==> config.mk <==
export PLATFORM = sky130hd
export DESIGN_NAME = mult_arbiter
export DESIGN_NICKNAME = d
export VERILOG_FILES = /design/src/rtl/mult_arbiter.sv
export SDC_FILE = /design/constraint.sdc
export NUM_CORES = 1
export LEC_CHECK = 0
export CORE_ASPECT_RATIO = 1.1
export CORE_MARGIN = 1.5
export CORE_UTILIZATION = 40
export CTS_CLUSTER_SIZE = 24
export DETAILED_ROUTE_END_ITERATION = 10
export PLACE_DENSITY = 0.86
export SETUP_SLACK_MARGIN = 0.05
export SLEW_MARGIN = 5
export SYNTH_ARGS = -nofsm -noshare
export SYNTH_HDL_FRONTEND = slang
export SYNTH_SLANG_ARGS = --single-unit
==> constraint.sdc <==
create_clock -name clk -period 2 [get_ports clk]
set_clock_uncertainty 0.1 [all_clocks]
set_input_delay 0.3 -clock clk [delete_from_list [all_inputs] [get_ports clk]]
set_output_delay 0.3 -clock clk [all_outputs]
set_load 0.01 [all_outputs]
==> src/rtl/mult_arbiter.sv <==
// -----------------------------------------------------------------------------
// mult_arbiter
//
// Round-robin arbiter that shares one external multiplier between two
// requesters. A request is accepted in IDLE, its operands are held on the
// multiplier while mult_start is high (ISSUE), the product is returned on a
// valid/ready response channel (RESPOND), and the multiplier is then given a
// fixed number of quiet cycles (RECOVER) before the next request is taken.
// An operation whose multiplier never completes is abandoned after TIMEOUT
// ISSUE cycles and flagged with a one-cycle timeout_err pulse.
//
// Parameters
//   TIMEOUT      ISSUE cycles to wait for mult_done (2..255)
//   RECOVER_CYC  quiet cycles after every operation   (1..15)
//
// Ports
//   clk, reset_n              clock; asynchronous active-low reset
//   req0_valid/_a/_b/_ready   requester 0 operand handshake
//   req1_valid/_a/_b/_ready   requester 1 operand handshake
//   mult_a, mult_b            operands to the multiplier
//   mult_start                multiplier start level (high for all of ISSUE)
//   mult_done, mult_result    multiplier completion and 16-bit product
//   rsp_valid/_id/_result     response channel, rsp_ready from the consumer
//   timeout_err               one-cycle pulse when an operation is abandoned
// -----------------------------------------------------------------------------
module mult_arbiter #(
    parameter int TIMEOUT     = 15,
    parameter int RECOVER_CYC = 4
) (
    input  logic        clk,
    input  logic        reset_n,
    input  logic        req0_valid,
    input  logic [7:0]  req0_a,
    input  logic [7:0]  req0_b,
    output logic        req0_ready,
    input  logic        req1_valid,
    input  logic [7:0]  req1_a,
    input  logic [7:0]  req1_b,
    output logic        req1_ready,
    output logic [7:0]  mult_a,
    output logic [7:0]  mult_b,
    output logic        mult_start,
    input  logic        mult_done,
    input  logic [15:0] mult_result,
    output logic        rsp_valid,
    output logic        rsp_id,
    output logic [15:0] rsp_result,
    input  logic        rsp_ready,
    output logic        timeout_err
);

    typedef enum logic [1:0] {
        IDLE    = 2'd0,
        ISSUE   = 2'd1,
        RESPOND = 2'd2,
        RECOVER = 2'd3
    } state_t;

    // Terminal counter values: the counters run 0..N-1 so that exactly N
    // cycles are spent in the state.
    localparam logic [7:0] TIMEOUT_LAST = 8'(TIMEOUT - 1);
    localparam logic [3:0] RECOVER_LAST = 4'(RECOVER_CYC - 1);

    state_t      state_q, state_d;
    logic        last_grant_q, last_grant_d;   // 1 = requester 1 was granted last
    logic [7:0]  mult_a_q, mult_a_d;
    logic [7:0]  mult_b_q, mult_b_d;
    logic        rsp_id_q, rsp_id_d;
    logic [15:0] rsp_result_q, rsp_result_d;
    logic [7:0]  issue_cnt_q, issue_cnt_d;
    logic [3:0]  recover_cnt_q, recover_cnt_d;
    logic        timeout_err_q, timeout_err_d;

    logic        grant0;
    logic        grant1;

    // -------------------------------------------------------------------------
    // Round-robin grant. Only offered in IDLE; when both requesters are valid
    // the one not granted last wins. reset_n gates the grant so no ready is
    // shown while reset is held, even though the state already reads IDLE.
    // -------------------------------------------------------------------------
    always_comb begin
        // NOTE: every signal driven here gets a default first, so no path
        // leaves it unassigned and no latch is inferred.
        grant0 = 1'b0;
        grant1 = 1'b0;
        if (reset_n && (state_q == IDLE)) begin
            if (req0_valid && req1_valid) begin
                grant0 = last_grant_q;
                grant1 = !last_grant_q;
            end else begin
                grant0 = req0_valid;
                grant1 = req1_valid;
            end
        end
    end

    // -------------------------------------------------------------------------
    // Next-state and datapath
    // -------------------------------------------------------------------------
    always_comb begin
        state_d       = state_q;
        last_grant_d  = last_grant_q;
        mult_a_d      = mult_a_q;
        mult_b_d      = mult_b_q;
        rsp_id_d      = rsp_id_q;
        rsp_result_d  = rsp_result_q;
        issue_cnt_d   = issue_cnt_q;
        recover_cnt_d = recover_cnt_q;
        timeout_err_d = 1'b0;

        unique case (state_q)
            IDLE: begin
                if (grant0 || grant1) begin
                    state_d      = ISSUE;
                    last_grant_d = grant1;
                    rsp_id_d     = grant1;
                    mult_a_d     = grant1 ? req1_a : req0_a;
                    mult_b_d     = grant1 ? req1_b : req0_b;
                    issue_cnt_d  = 8'd0;
                end
            end

            ISSUE: begin
                // Completion is tested first so that a done arriving on the
                // very cycle the counter expires still produces a response.
                if (mult_done) begin
                    state_d      = RESPOND;
                    rsp_result_d = mult_result;
                end else if (issue_cnt_q == TIMEOUT_LAST) begin
                    state_d       = RECOVER;
                    recover_cnt_d = 4'd0;
                    timeout_err_d = 1'b1;   // visible in the first RECOVER cycle
                end else begin
                    issue_cnt_d = issue_cnt_q + 8'd1;
                end
            end

            RESPOND: begin
                if (rsp_ready) begin
                    state_d       = RECOVER;
                    recover_cnt_d = 4'd0;
                end
            end

            RECOVER: begin
                if (recover_cnt_q == RECOVER_LAST) begin
                    state_d = IDLE;
                end else begin
                    recover_cnt_d = recover_cnt_q + 4'd1;
                end
            end

            default: state_d = IDLE;
        endcase
    end

    // -------------------------------------------------------------------------
    // State registers
    // -------------------------------------------------------------------------
    always_ff @(posedge clk or negedge reset_n) begin
        if (!reset_n) begin
            state_q       <= IDLE;
            last_grant_q  <= 1'b1;      // requester 0 wins the first arbitration
            mult_a_q      <= 8'd0;
            mult_b_q      <= 8'd0;
            rsp_id_q      <= 1'b0;
            rsp_result_q  <= 16'd0;
            issue_cnt_q   <= 8'd0;
            recover_cnt_q <= 4'd0;
            timeout_err_q <= 1'b0;
        end else begin
            // NOTE: non-blocking assignments so every register samples the
            // pre-edge values, independent of statement order.
            state_q       <= state_d;
            last_grant_q  <= last_grant_d;
            mult_a_q      <= mult_a_d;
            mult_b_q      <= mult_b_d;
            rsp_id_q      <= rsp_id_d;
            rsp_result_q  <= rsp_result_d;
            issue_cnt_q   <= issue_cnt_d;
            recover_cnt_q <= recover_cnt_d;
            timeout_err_q <= timeout_err_d;
        end
    end

    // -------------------------------------------------------------------------
    // Outputs
    // -------------------------------------------------------------------------
    assign req0_ready  = grant0;
    assign req1_ready  = grant1;
    assign mult_start  = (state_q == ISSUE);
    assign mult_a      = mult_a_q;
    assign mult_b      = mult_b_q;
    assign rsp_valid   = (state_q == RESPOND);
    assign rsp_id      = rsp_id_q;
    assign rsp_result  = rsp_result_q;
    assign timeout_err = timeout_err_q;

endmodule

Yosys cells after proc, flatten, opt, wreduce, memory -nomap -nowiden
Index checks and enable logic that the tools add are counted.
{ "totals": {"ff_bits": 49, "input_bits": 54, "output_inout_bits": 38, "elab_cells": 60} }
{ "classes": {"add_sub_neg": 2, "eq_ne": 13, "mux": 24, "reduce_logical": 12} }
{ "op_table": {"columns": ["operator", "n"], "rows": [
  ["8-bit two-way mux", 5],
  ["4-bit two-way mux", 4],
  ["8-bit case mux with 2 select lines", 1],
  ["4-bit case mux with 3 select lines", 1],
  ["2-bit two-way mux", 5],
  ["8-bit by 1-bit adder with 8-bit output (second input constant)", 1],
  ["8-bit by 4-bit equality test with 1-bit output (second input constant)", 1],
  ["2-bit != test (second input constant)", 4],
  ["2-bit case mux with 4 select lines", 1],
  ["4-bit AND reduction", 2],
  ["1-bit two-way mux", 7],
  ["2-bit by 1-bit != test with 1-bit output (second input constant)", 3],
  ["5-bit AND reduction", 1],
  ["4-bit by 1-bit adder with 4-bit output (second input constant)", 1],
  ["2-bit equality test (second input constant)", 2],
  ["4-bit by 2-bit equality test with 1-bit output (second input constant)", 1],
  ["2-bit AND reduction", 2],
  ["3-bit by 1-bit != test with 1-bit output (second input constant)", 1],
  ["3-bit nonzero test", 1],
  ["2-bit by 1-bit equality test with 1-bit output (second input constant)", 1],
  ["1-bit logical AND", 2],
  ["2-bit zero test", 1],
  ["2-bit nonzero test", 1],
  ["1-bit zero test", 1],
  ["1-bit logical OR", 1]
]} }

Logic depth before layout (Yosys ltp)
Gate-level depths: netlist of run 1.
{ "depth": {"ltp_word": 6, "ltp_mapped": 9, "mapped_depth_nobuf": 6} }

Worst setup path after synthesis of run 1
Ideal clock, no wire load.
{ "synth_path": {"path_type": "reg2reg", "start": "register state_q[1]", "end": "register issue_cnt_q[5]", "t_arrival_ns": 1.813, "required_time_ns": 1.796, "setup_slack_ns": -0.016, "path_stages_with_launch": 10, "path_cell_list": "dfrtp_1 > inv_1 > ha_1 > buf_4 > nand2b_1 > buf_6 > and2_1 > buf_6 > or3_1 > o311ai_1"} }
{ "synth_between": {"word_cells_on_any_way": 12} }
{ "synth_rtl": {"columns": ["item", "line_no", "text"], "rows": [
  ["from (decl)", "64", "state_t state_q, state_d;"],
  ["from (signal assigned)", "175", "state_q <= state_d;"],
  ["2-bit by 1-bit equality test with 1-bit output *", null, null],
  ["via mult_start", "42", "output logic mult_start,"],
  ["2-bit != test (no line) / 2-bit nonzero test (equally long branches)", null, null],
  ["4-bit AND reduction (no line)", null, null],
  ["to (signal assigned)", "181", "issue_cnt_q <= issue_cnt_d;"],
  ["to (decl)", "70", "logic [7:0] issue_cnt_q, issue_cnt_d;"]
]} }
Mark *: on every way through the listed nets, which the timed path passes. The rest lies on a longest branch.
A chain may end at the register's enable or synchronous reset.

Final worst setup path of run 1
{ "layout_path": {"start": "register issue_cnt_q[0]", "end": "register state_q[1]"} }
{ "layout_between": {"elab_chain_len": 3} }
{ "layout_rtl": {"columns": ["item", "line_no", "text"], "rows": [
  ["8-bit by 4-bit equality test with 1-bit output", "130", "end else if (issue_cnt_q == TIMEOUT_LAST) begin"],
  ["3-bit by 1-bit != test with 1-bit output (no line)", null, null],
  ["4-bit AND reduction (no line)", null, null]
]} }
No other way between the ends.

==> results of run 1 <==
## Yosys cell counts (2+ instances only)
master	n	area, sq um
sky130_fd_sc_hd__dfrtp_1	48	1200
sky130_fd_sc_hd__nand2_1	31	116
sky130_fd_sc_hd__o21ai_0	23	115
sky130_fd_sc_hd__mux2i_1	20	200
sky130_fd_sc_hd__mux2_2	16	180
sky130_fd_sc_hd__inv_1	9	33.8
sky130_fd_sc_hd__a21oi_1	8	40.0
sky130_fd_sc_hd__ha_1	8	100
sky130_fd_sc_hd__nand3_1	6	30.0
sky130_fd_sc_hd__buf_2	5	25.0
sky130_fd_sc_hd__clkbuf_1	3	11.3
sky130_fd_sc_hd__nand2b_1	3	18.8
sky130_fd_sc_hd__nand3b_1	3	22.5
sky130_fd_sc_hd__nor2_1	3	11.3
sky130_fd_sc_hd__a22o_1	2	17.5
sky130_fd_sc_hd__a31oi_1	2	12.5
sky130_fd_sc_hd__buf_6	2	22.5
sky130_fd_sc_hd__mux2_1	2	22.5
sky130_fd_sc_hd__nand4b_1	2	17.5
sky130_fd_sc_hd__nor3_1	2	10.0
sky130_fd_sc_hd__o211ai_1	2	15.0
sky130_fd_sc_hd__o311ai_1	2	17.5
## per-stage QoR
step	utilization [%]	setup TNS [ns]
floorplan	-	0
global placement	59.3	-0.107
detailed placement	59.3	-0.271
CTS	62.0	0
global route	63.1	-0.0185
finish	63.1	0
## logic make-up (layout without fill, tap and decap cells)
family	Yosys count	after routing	share of synthesized area [%]
fa+ha+maj	8	8	4.00
flops	49	49	49.0
compound gates	53	53	13.3
mux	38	38	16.1
buf+inv	21	139	4.15
simple gates	62	62	13.4
## power by group through the flow
stage,Sequential [mW],Clock [mW],Combinational (mW)
detailed placement,1.63,0,2.45
finish,1.62,0.730,2.69
floorplan,1.79,0,1.07
global placement,1.60,0,2.37
global route,1.66,0.784,2.90
CTS,1.61,0.745,2.54
## per-layer routing
layer	GRT usage [%]	up-vias	share of wire, %
met5	0	-	0
met3	3.62	8	7.5
li1	-	1068	-
met4	4.71	0	1.4
met2	34.1	98	51
met1	22.5	1068	40
## critical path: stages, from the launching register on
cell,delay (ns)
sky130_fd_sc_hd__dfrtp_1,0.40
sky130_fd_sc_hd__inv_2,0.08
sky130_fd_sc_hd__ha_4,0.12
sky130_fd_sc_hd__or4b_4,0.48
sky130_fd_sc_hd__nor3_4,0.22
sky130_fd_sc_hd__o21a_2,0.16
sky130_fd_sc_hd__mux2_4,0.29
## layout make-up
| class | count | area, sq um | area share, % |
|---|---|---|---|
| inverter | 9 | 37.5 | 0.972 |
| clock inverter | 1 | 30.0 | 0.777 |
| multi-input combinational | 161 | 1240 | 32.0 |
| sequential | 49 | 1230 | 31.8 |
| tap | 80 | 100 | 2.59 |
| timing repair buffer | 122 | 1140 | 29.6 |
| clock buffer | 7 | 86.3 | 2.23 |
## timing repair
action / CTS / global route
buffers inserted: 4 / 6
resized for setup: 8 / 10
pin swaps: 3 / 5
setup endpoints to repair: 5 / 5
## flip-flops by register name (all words and copies together), names as in the netlist
| register | count |
|---|---|
| mult_b | 8 |
| issue_cnt_q | 8 |
| recover_cnt_q | 4 |
| last_grant_q | 1 |
| state_q | 2 |
| rsp_id | 1 |
| mult_a | 8 |
| rsp_result | 16 |
| timeout_err | 1 |
## cells in the final DEF, fill, tap and decap left out, types with 3 or more instances in the layout
cell type / count
sky130_fd_sc_hd__inv_2: 3
sky130_fd_sc_hd__buf_4: 30
sky130_fd_sc_hd__inv_1: 5
sky130_fd_sc_hd__ha_4: 3
sky130_fd_sc_hd__clkdlybuf4s50_1: 87
sky130_fd_sc_hd__clkbuf_8: 6
sky130_fd_sc_hd__nand3_1: 6
sky130_fd_sc_hd__a21oi_1: 6
sky130_fd_sc_hd__mux2i_1: 20
sky130_fd_sc_hd__o21ai_0: 23
sky130_fd_sc_hd__dfrtp_1: 47
sky130_fd_sc_hd__nand2b_1: 3
sky130_fd_sc_hd__nand3b_1: 3
sky130_fd_sc_hd__ha_1: 5
sky130_fd_sc_hd__nor2_1: 3
sky130_fd_sc_hd__mux2_2: 16
sky130_fd_sc_hd__nand2_1: 31
## final timing paths
check,start,end,slack (ns),cells after the start
hold / removal,reset_n,mult_b[1]$_DFFE_PN0P_,0.08,2
setup / recovery,issue_cnt_q[0]$_DFFE_PN0P_,state_q[1]$_DFFE_PN0P_,0.04,6
max in group asynchronous,reset_n,state_q[0]$_DFFE_PN0P_,1.28,2
setup reg to reg,issue_cnt_q[0]$_DFFE_PN0P_,state_q[1]$_DFFE_PN0P_,0.04,6
min in group clk,reset_n,last_grant_q$_DFFE_PN1P_,0.26,3
hold reg to reg,mult_a[1]$_DFFE_PN0P_,mult_a[1]$_DFFE_PN0P_,0.39,2
==> impl_metrics.xml, run 1 <==
<?xml version="1.0" encoding="UTF-8"?>
<metrics>
  <group name="clock_tree">
    <metric name="cts-htree-levels" unit="">2</metric>
    <metric name="cts-buffers-inserted" unit="">5</metric>
    <metric name="cts_hold_buffers" unit="">0</metric>
    <metric name="cts_tree" unit="">built</metric>
    <metric name="cts.reportedPaths.clkPinSlew" unit="ns">0.09</metric>
    <metric name="longest_clk_path_bufs" unit="">2</metric>
    <metric name="clock_tree.root_cell" unit="">sky130_fd_sc_hd__clkbuf_8</metric>
    <metric name="cts.sink_count" unit="">49</metric>
    <metric name="insertion_delay" unit="ns">0.29</metric>
  </group>
  <group name="pwr">
    <metric name="switching_power_summed_over_all_nets" unit="mW">1.71</metric>
    <metric name="power_density" unit="nW/um^2">1300</metric>
    <metric name="power_switching_share" unit="%">33.9</metric>
    <metric name="power.static_leakage" unit="nW">1.74</metric>
    <metric name="p_int" unit="mW">3.33</metric>
    <metric name="power_total" unit="mW">5.04</metric>
    <metric name="worst_ir_drop_vdd" unit="uV">615</metric>
    <metric name="combPwrFrac" unit="%">53.4</metric>
    <metric name="power.clock.fraction" unit="%">14.5</metric>
    <metric name="power.sequential.fraction" unit="%">32.1</metric>
  </group>
  <group name="global_routing">
    <metric name="grt_pass1_wl" unit="um">10000</metric>
    <metric name="antenna_found_initial" unit="">0</metric>
    <metric name="grtUsageTotal" unit="%">18.6</metric>
    <metric name="largest_net_degree_at_the_start_of_global_routing" unit="">50</metric>
    <metric name="globalRoute.totalOverflow" unit="">0</metric>
    <metric name="number_of_global_route_vias_before_repair" unit="">2143</metric>
  </group>
  <group name="place">
    <metric name="placed_instance_area" unit="sq um">3630</metric>
    <metric name="place.detailed.hpwl" unit="um">4660</metric>
    <metric name="gp_routability_congestion" unit="">0.813</metric>
    <metric name="placement.io_buffers" unit="">91</metric>
    <metric name="placed_cells" unit="">411</metric>
    <metric name="place_ws" unit="ns">-0.0921</metric>
  </group>
  <group name="sta">
    <metric name="setup-violations-final" unit="">0</metric>
    <metric name="max_slew_violations" unit="">0</metric>
    <metric name="fin_crit_sh" unit="%">98.0</metric>
    <metric name="worst_slack" unit="ns">0.0391</metric>
    <metric name="holdWs" unit="ns">0.0801</metric>
    <metric name="clock.fmax" unit="MHz">510</metric>
    <metric name="timing.final.crit_period" unit="ns">1.96</metric>
    <metric name="final_hold_viol_count" unit="">0</metric>
    <metric name="max_slew.worst_pin.slew" unit="ns">0.616</metric>
    <metric name="max-slew-margin-rel" unit="%">59.0</metric>
    <metric name="grt_setup_unrepaired" unit="">true</metric>
  </group>
  <group name="floorplanning">
    <metric name="effective_utilization_at_floorplan" unit="%">40.9</metric>
    <metric name="floorplan.rows" unit="">30</metric>
    <metric name="die-width" unit="um">78.4</metric>
    <metric name="dieArea" unit="sq um">6740</metric>
    <metric name="die-height" unit="um">86.0</metric>
    <metric name="io_pins" unit="">92</metric>
    <metric name="floorplan.core_area" unit="sq um">6120</metric>
  </group>
  <group name="drt">
    <metric name="ratio_of_routed_vias_to_standard_cells" unit="">5.23</metric>
    <metric name="via_count" unit="">2242</metric>
    <metric name="wire_per_inst" unit="um">15.3</metric>
    <metric name="drt_pass1_iterations" unit="">4</metric>
    <metric name="totalWireLength" unit="um">6570</metric>
    <metric name="drc_violations_left" unit="">0</metric>
    <metric name="first_iter_violations" unit="">143</metric>
    <metric name="detail-route-antenna-nets" unit="">0</metric>
  </group>
  <group name="worst_setup_path">
    <metric name="endpoint_kind" unit="">flop</metric>
    <metric name="path_max_fanout" unit="">2</metric>
    <metric name="criticalPathCategory" unit="">reg2reg</metric>
    <metric name="critPathArrivalTime" unit="ns">2.05</metric>
    <metric name="worst_setup_path_start_kind" unit="">flop</metric>
    <metric name="timing.critical_path.required" unit="ns">2.09</metric>
  </group>
  <group name="yosys">
    <metric name="ys_ff_latch" unit="">49</metric>
    <metric name="yosysUniqueCellTypes" unit="">51</metric>
    <metric name="avgSynthCellArea" unit="sq um">10.8</metric>
    <metric name="synth_ff_type" unit="">sky130_fd_sc_hd__dfrtp_1</metric>
    <metric name="synth_edf_count" unit="">0</metric>
    <metric name="yosysWarnings" unit="">0</metric>
    <metric name="synthesis.nets" unit="">293</metric>
    <metric name="synth_sequential_area_ratio" unit="%">49.0</metric>
    <metric name="ys_async_sr_fraction" unit="%">100</metric>
    <metric name="netlist_area" unit="sq um">2500</metric>
    <metric name="synthCells" unit="">231</metric>
  </group>
  <group name="final_layout">
    <metric name="final.fill_count" unit="">456</metric>
    <metric name="final_area" unit="sq um">3860</metric>
    <metric name="layoutNonFillerInstCount" unit="">429</metric>
    <metric name="area_growth_syn_to_layout" unit="%">54.3</metric>
    <metric name="final_nets" unit="">410</metric>
    <metric name="antenna-diode-count" unit="">0</metric>
    <metric name="fraction_of_final_layout_cells_with_drive_strength_greater_than_1" unit="%">21.8</metric>
  </group>
  <group name="min_path">
    <metric name="hold_path_class" unit="">in2async</metric>
  </group>
  <group name="job">
    <metric name="drv_cap" unit="">0</metric>
  </group>
  <group name="run_status">
    <metric name="status" unit="">finished clean</metric>
  </group>
</metrics>
(Power assumes the default switching activity.)
==> run 2, diff against run 1 <==
- CORE_UTILIZATION: 40 -> 45
- PLACE_DENSITY: 0.86 -> 0.91
- clock period: 2 -> 2.1 ns (I/O delays scaled with it)
==> impl_metrics.xml, run 2 (same netlist as run 1, synthesis figures left out) <==
<?xml version="1.0" encoding="UTF-8"?>
<metrics>
  <group name="worst_setup_path">
    <metric name="critical_path.cell_chain" unit="">ha_2 -&gt; or3b_4 -&gt; a221oi_2 -&gt; o21a_2 -&gt; mux2_1</metric>
    <metric name="path_max_fanout" unit="">4</metric>
    <metric name="worst_setup_path_start_kind" unit="">flop</metric>
    <metric name="criticalPathCategory" unit="">reg2reg</metric>
    <metric name="cpMaxStageDelayCell" unit="">sky130_fd_sc_hd__dfrtp_1</metric>
    <metric name="timing.critical_path.required" unit="ns">2.20</metric>
    <metric name="crit_path_max_incr_delay" unit="ns">0.41</metric>
    <metric name="critPathArrivalTime" unit="ns">2.15</metric>
    <metric name="endpoint_kind" unit="">flop</metric>
  </group>
  <group name="global_routing">
    <metric name="antenna_found_initial" unit="">0</metric>
    <metric name="globalRoute.totalOverflow" unit="">0</metric>
    <metric name="grt_pass1_wl" unit="um">9830</metric>
    <metric name="largest_net_degree_at_the_start_of_global_routing" unit="">33</metric>
    <metric name="grtUsageTotal" unit="%">21.0</metric>
    <metric name="number_of_global_route_vias_before_repair" unit="">2237</metric>
  </group>
  <group name="sta">
    <metric name="grt_setup_unrepaired" unit="">true</metric>
    <metric name="max_slew_violations" unit="">0</metric>
    <metric name="final_hold_viol_count" unit="">0</metric>
    <metric name="max-slew-margin-rel" unit="%">75.7</metric>
    <metric name="finalSetupTns" unit="ns">0</metric>
    <metric name="holdWs" unit="ns">0.389</metric>
    <metric name="setup-violations-final" unit="">0</metric>
    <metric name="clock.fmax" unit="MHz">486</metric>
    <metric name="fin_crit_sh" unit="%">98.0</metric>
    <metric name="timing.final.crit_period" unit="ns">2.06</metric>
    <metric name="max_slew.worst_pin.slew" unit="ns">0.364</metric>
  </group>
  <group name="final_layout">
    <metric name="area_growth_syn_to_layout" unit="%">50.1</metric>
    <metric name="number_of_flip_flops_under_the_largest_register_name" unit="">16</metric>
    <metric name="layout.cells.most_common_list" unit="">sky130_fd_sc_hd__clkdlybuf4s50_1 (88), sky130_fd_sc_hd__dfrtp_1 (48), sky130_fd_sc_hd__nand2_1 (31), sky130_fd_sc_hd__o21ai_0 (23)</metric>
    <metric name="fraction_of_final_layout_cells_with_drive_strength_greater_than_1" unit="%">18.2</metric>
    <metric name="mostFrequentLayoutCell" unit="">sky130_fd_sc_hd__clkdlybuf4s50_1</metric>
    <metric name="final_nets" unit="">401</metric>
    <metric name="final_area" unit="sq um">3760</metric>
    <metric name="final.fill_count" unit="">408</metric>
    <metric name="antenna-diode-count" unit="">0</metric>
  </group>
  <group name="clock_tree">
    <metric name="cts-htree-levels" unit="">2</metric>
    <metric name="longest_clk_path_bufs" unit="">2</metric>
    <metric name="cts.sink_count" unit="">49</metric>
    <metric name="cts-buffers-inserted" unit="">5</metric>
    <metric name="cts.reportedPaths.clkPinSlew" unit="ns">0.09</metric>
    <metric name="clock_tree.root_cell" unit="">sky130_fd_sc_hd__clkbuf_8</metric>
    <metric name="cts_tree" unit="">built</metric>
    <metric name="insertion_delay" unit="ns">0.31</metric>
  </group>
  <group name="floorplanning">
    <metric name="dieArea" unit="sq um">6020</metric>
    <metric name="io_pins" unit="">92</metric>
    <metric name="die-height" unit="um">81.2</metric>
    <metric name="effective_utilization_at_floorplan" unit="%">46.7</metric>
    <metric name="die-width" unit="um">74.1</metric>
    <metric name="floorplan.rows" unit="">28</metric>
    <metric name="floorplan.core_area" unit="sq um">5360</metric>
  </group>
  <group name="pwr">
    <metric name="worst_ir_drop_vdd" unit="uV">830</metric>
    <metric name="power_density" unit="nW/um^2">1230</metric>
    <metric name="power.static_leakage" unit="nW">1.67</metric>
  </group>
  <group name="place">
    <metric name="place.detailed.hpwl" unit="um">4700</metric>
    <metric name="placement.io_buffers" unit="">91</metric>
    <metric name="gp_routability_congestion" unit="">0.863</metric>
    <metric name="placed_instance_area" unit="sq um">3550</metric>
  </group>
  <group name="job">
    <metric name="drv_cap" unit="">0</metric>
  </group>
  <group name="min_path">
    <metric name="hold_path_class" unit="">reg2reg</metric>
  </group>
  <group name="drt">
    <metric name="wire_per_inst" unit="um">15.1</metric>
    <metric name="first_iter_violations" unit="">133</metric>
    <metric name="via_count" unit="">2212</metric>
    <metric name="ratio_of_routed_vias_to_standard_cells" unit="">5.33</metric>
    <metric name="detail-route-antenna-nets" unit="">0</metric>
    <metric name="drc_violations_left" unit="">0</metric>
    <metric name="drt_pass1_iterations" unit="">4</metric>
    <metric name="totalWireLength" unit="um">6260</metric>
  </group>
  <group name="run_status">
    <metric name="status" unit="">finished clean</metric>
  </group>
</metrics>
[run 2: cell types whose count changed in the layout (fill, tap and decap cells not counted), moves of 2 or more]
cell and delta:
sky130_fd_sc_hd__a21oi_1 +2, sky130_fd_sc_hd__a21oi_2 -2, sky130_fd_sc_hd__dlygate4sd3_1 +2, sky130_fd_sc_hd__buf_4 -10
sky130_fd_sc_hd__inv_1 +2
[run 2: through the flow]
stage / power, mW / setup WS (ns) / cells / utilization [%]
6_report: 4.61 / 0.0426 / 415 / 70.1
5_1_grt: 4.92 / -0.00790 / 415 / 70.1
4_1_cts: 4.56 / 0.0606 / 412 / 69.4
3_5_place_dp: 3.81 / -0.0494 / 401 / 66.3
3_3_place_gp: 3.70 / 0.0191 / 401 / 66.3
2_1_floorplan: 2.70 / 0.0836 / 231 / -
[run 2: final cells by class]
class,instances,area (sq um),share of cell area [%]
tap,75,93.8,2.50
multi-input combinational,161,1220,32.5
timing repair buffer,113,1070,28.4
inverter,9,33.8,0.899
sequential,49,1230,32.7
clock inverter,3,46.3,1.23
clock buffer,5,68.8,1.83
[run 2: repair_timing]
item | in CTS | in global routing
setup endpoints to repair | 4 | 5
hold buffers | 2 | 0
resized for setup | 9 | 8
buffers inserted | 1 | 3
pin swaps | 0 | 2
hold endpoints to repair | 23 | 0
[run 2: report_power, final]
group / total [mW] / switching [mW] / internal (mW)
clock: 0.684 / 0.327 / 0.357
combinational: 2.40 / 1.04 / 1.35
sequential: 1.53 / 0.210 / 1.32
[run 2: final timing paths]
kind	startpoint	to	slack, ns	cells past startpoint
setup / recovery	recover_cnt_q[1]$_DFFE_PN0P_	state_q[1]$_DFFE_PN0P_	0.04	5
hold / removal	mult_b[5]$_DFFE_PN0P_	mult_b[5]$_DFFE_PN0P_	0.39	2
setup reg to reg	recover_cnt_q[1]$_DFFE_PN0P_	state_q[1]$_DFFE_PN0P_	0.04	5
hold reg to reg	mult_b[5]$_DFFE_PN0P_	mult_b[5]$_DFFE_PN0P_	0.39	2
max in group asynchronous	reset_n	rsp_result[8]$_DFFE_PN0P_	0.47	4
min in group asynchronous	reset_n	mult_b[1]$_DFFE_PN0P_	0.56	3
[run 2: critical path, delay by kind of cell (launching register included)]
kind                       cells  cell delay, ns
adders and majority gates      1            0.22
AOI/OAI and AO/OA              2            0.50
muxes                          1            0.31
DFF                            1            0.41
and+or+nand+nor                1            0.40
[run 2: metal layers]
layer,part of all wire (%),up-vias,global-route usage (%)
met5,0,-,0
met4,0.96,0,5.74
met3,7.2,6,5.46
met2,52,86,38.4
met1,40,1076,23.8
li1,-,1044,-
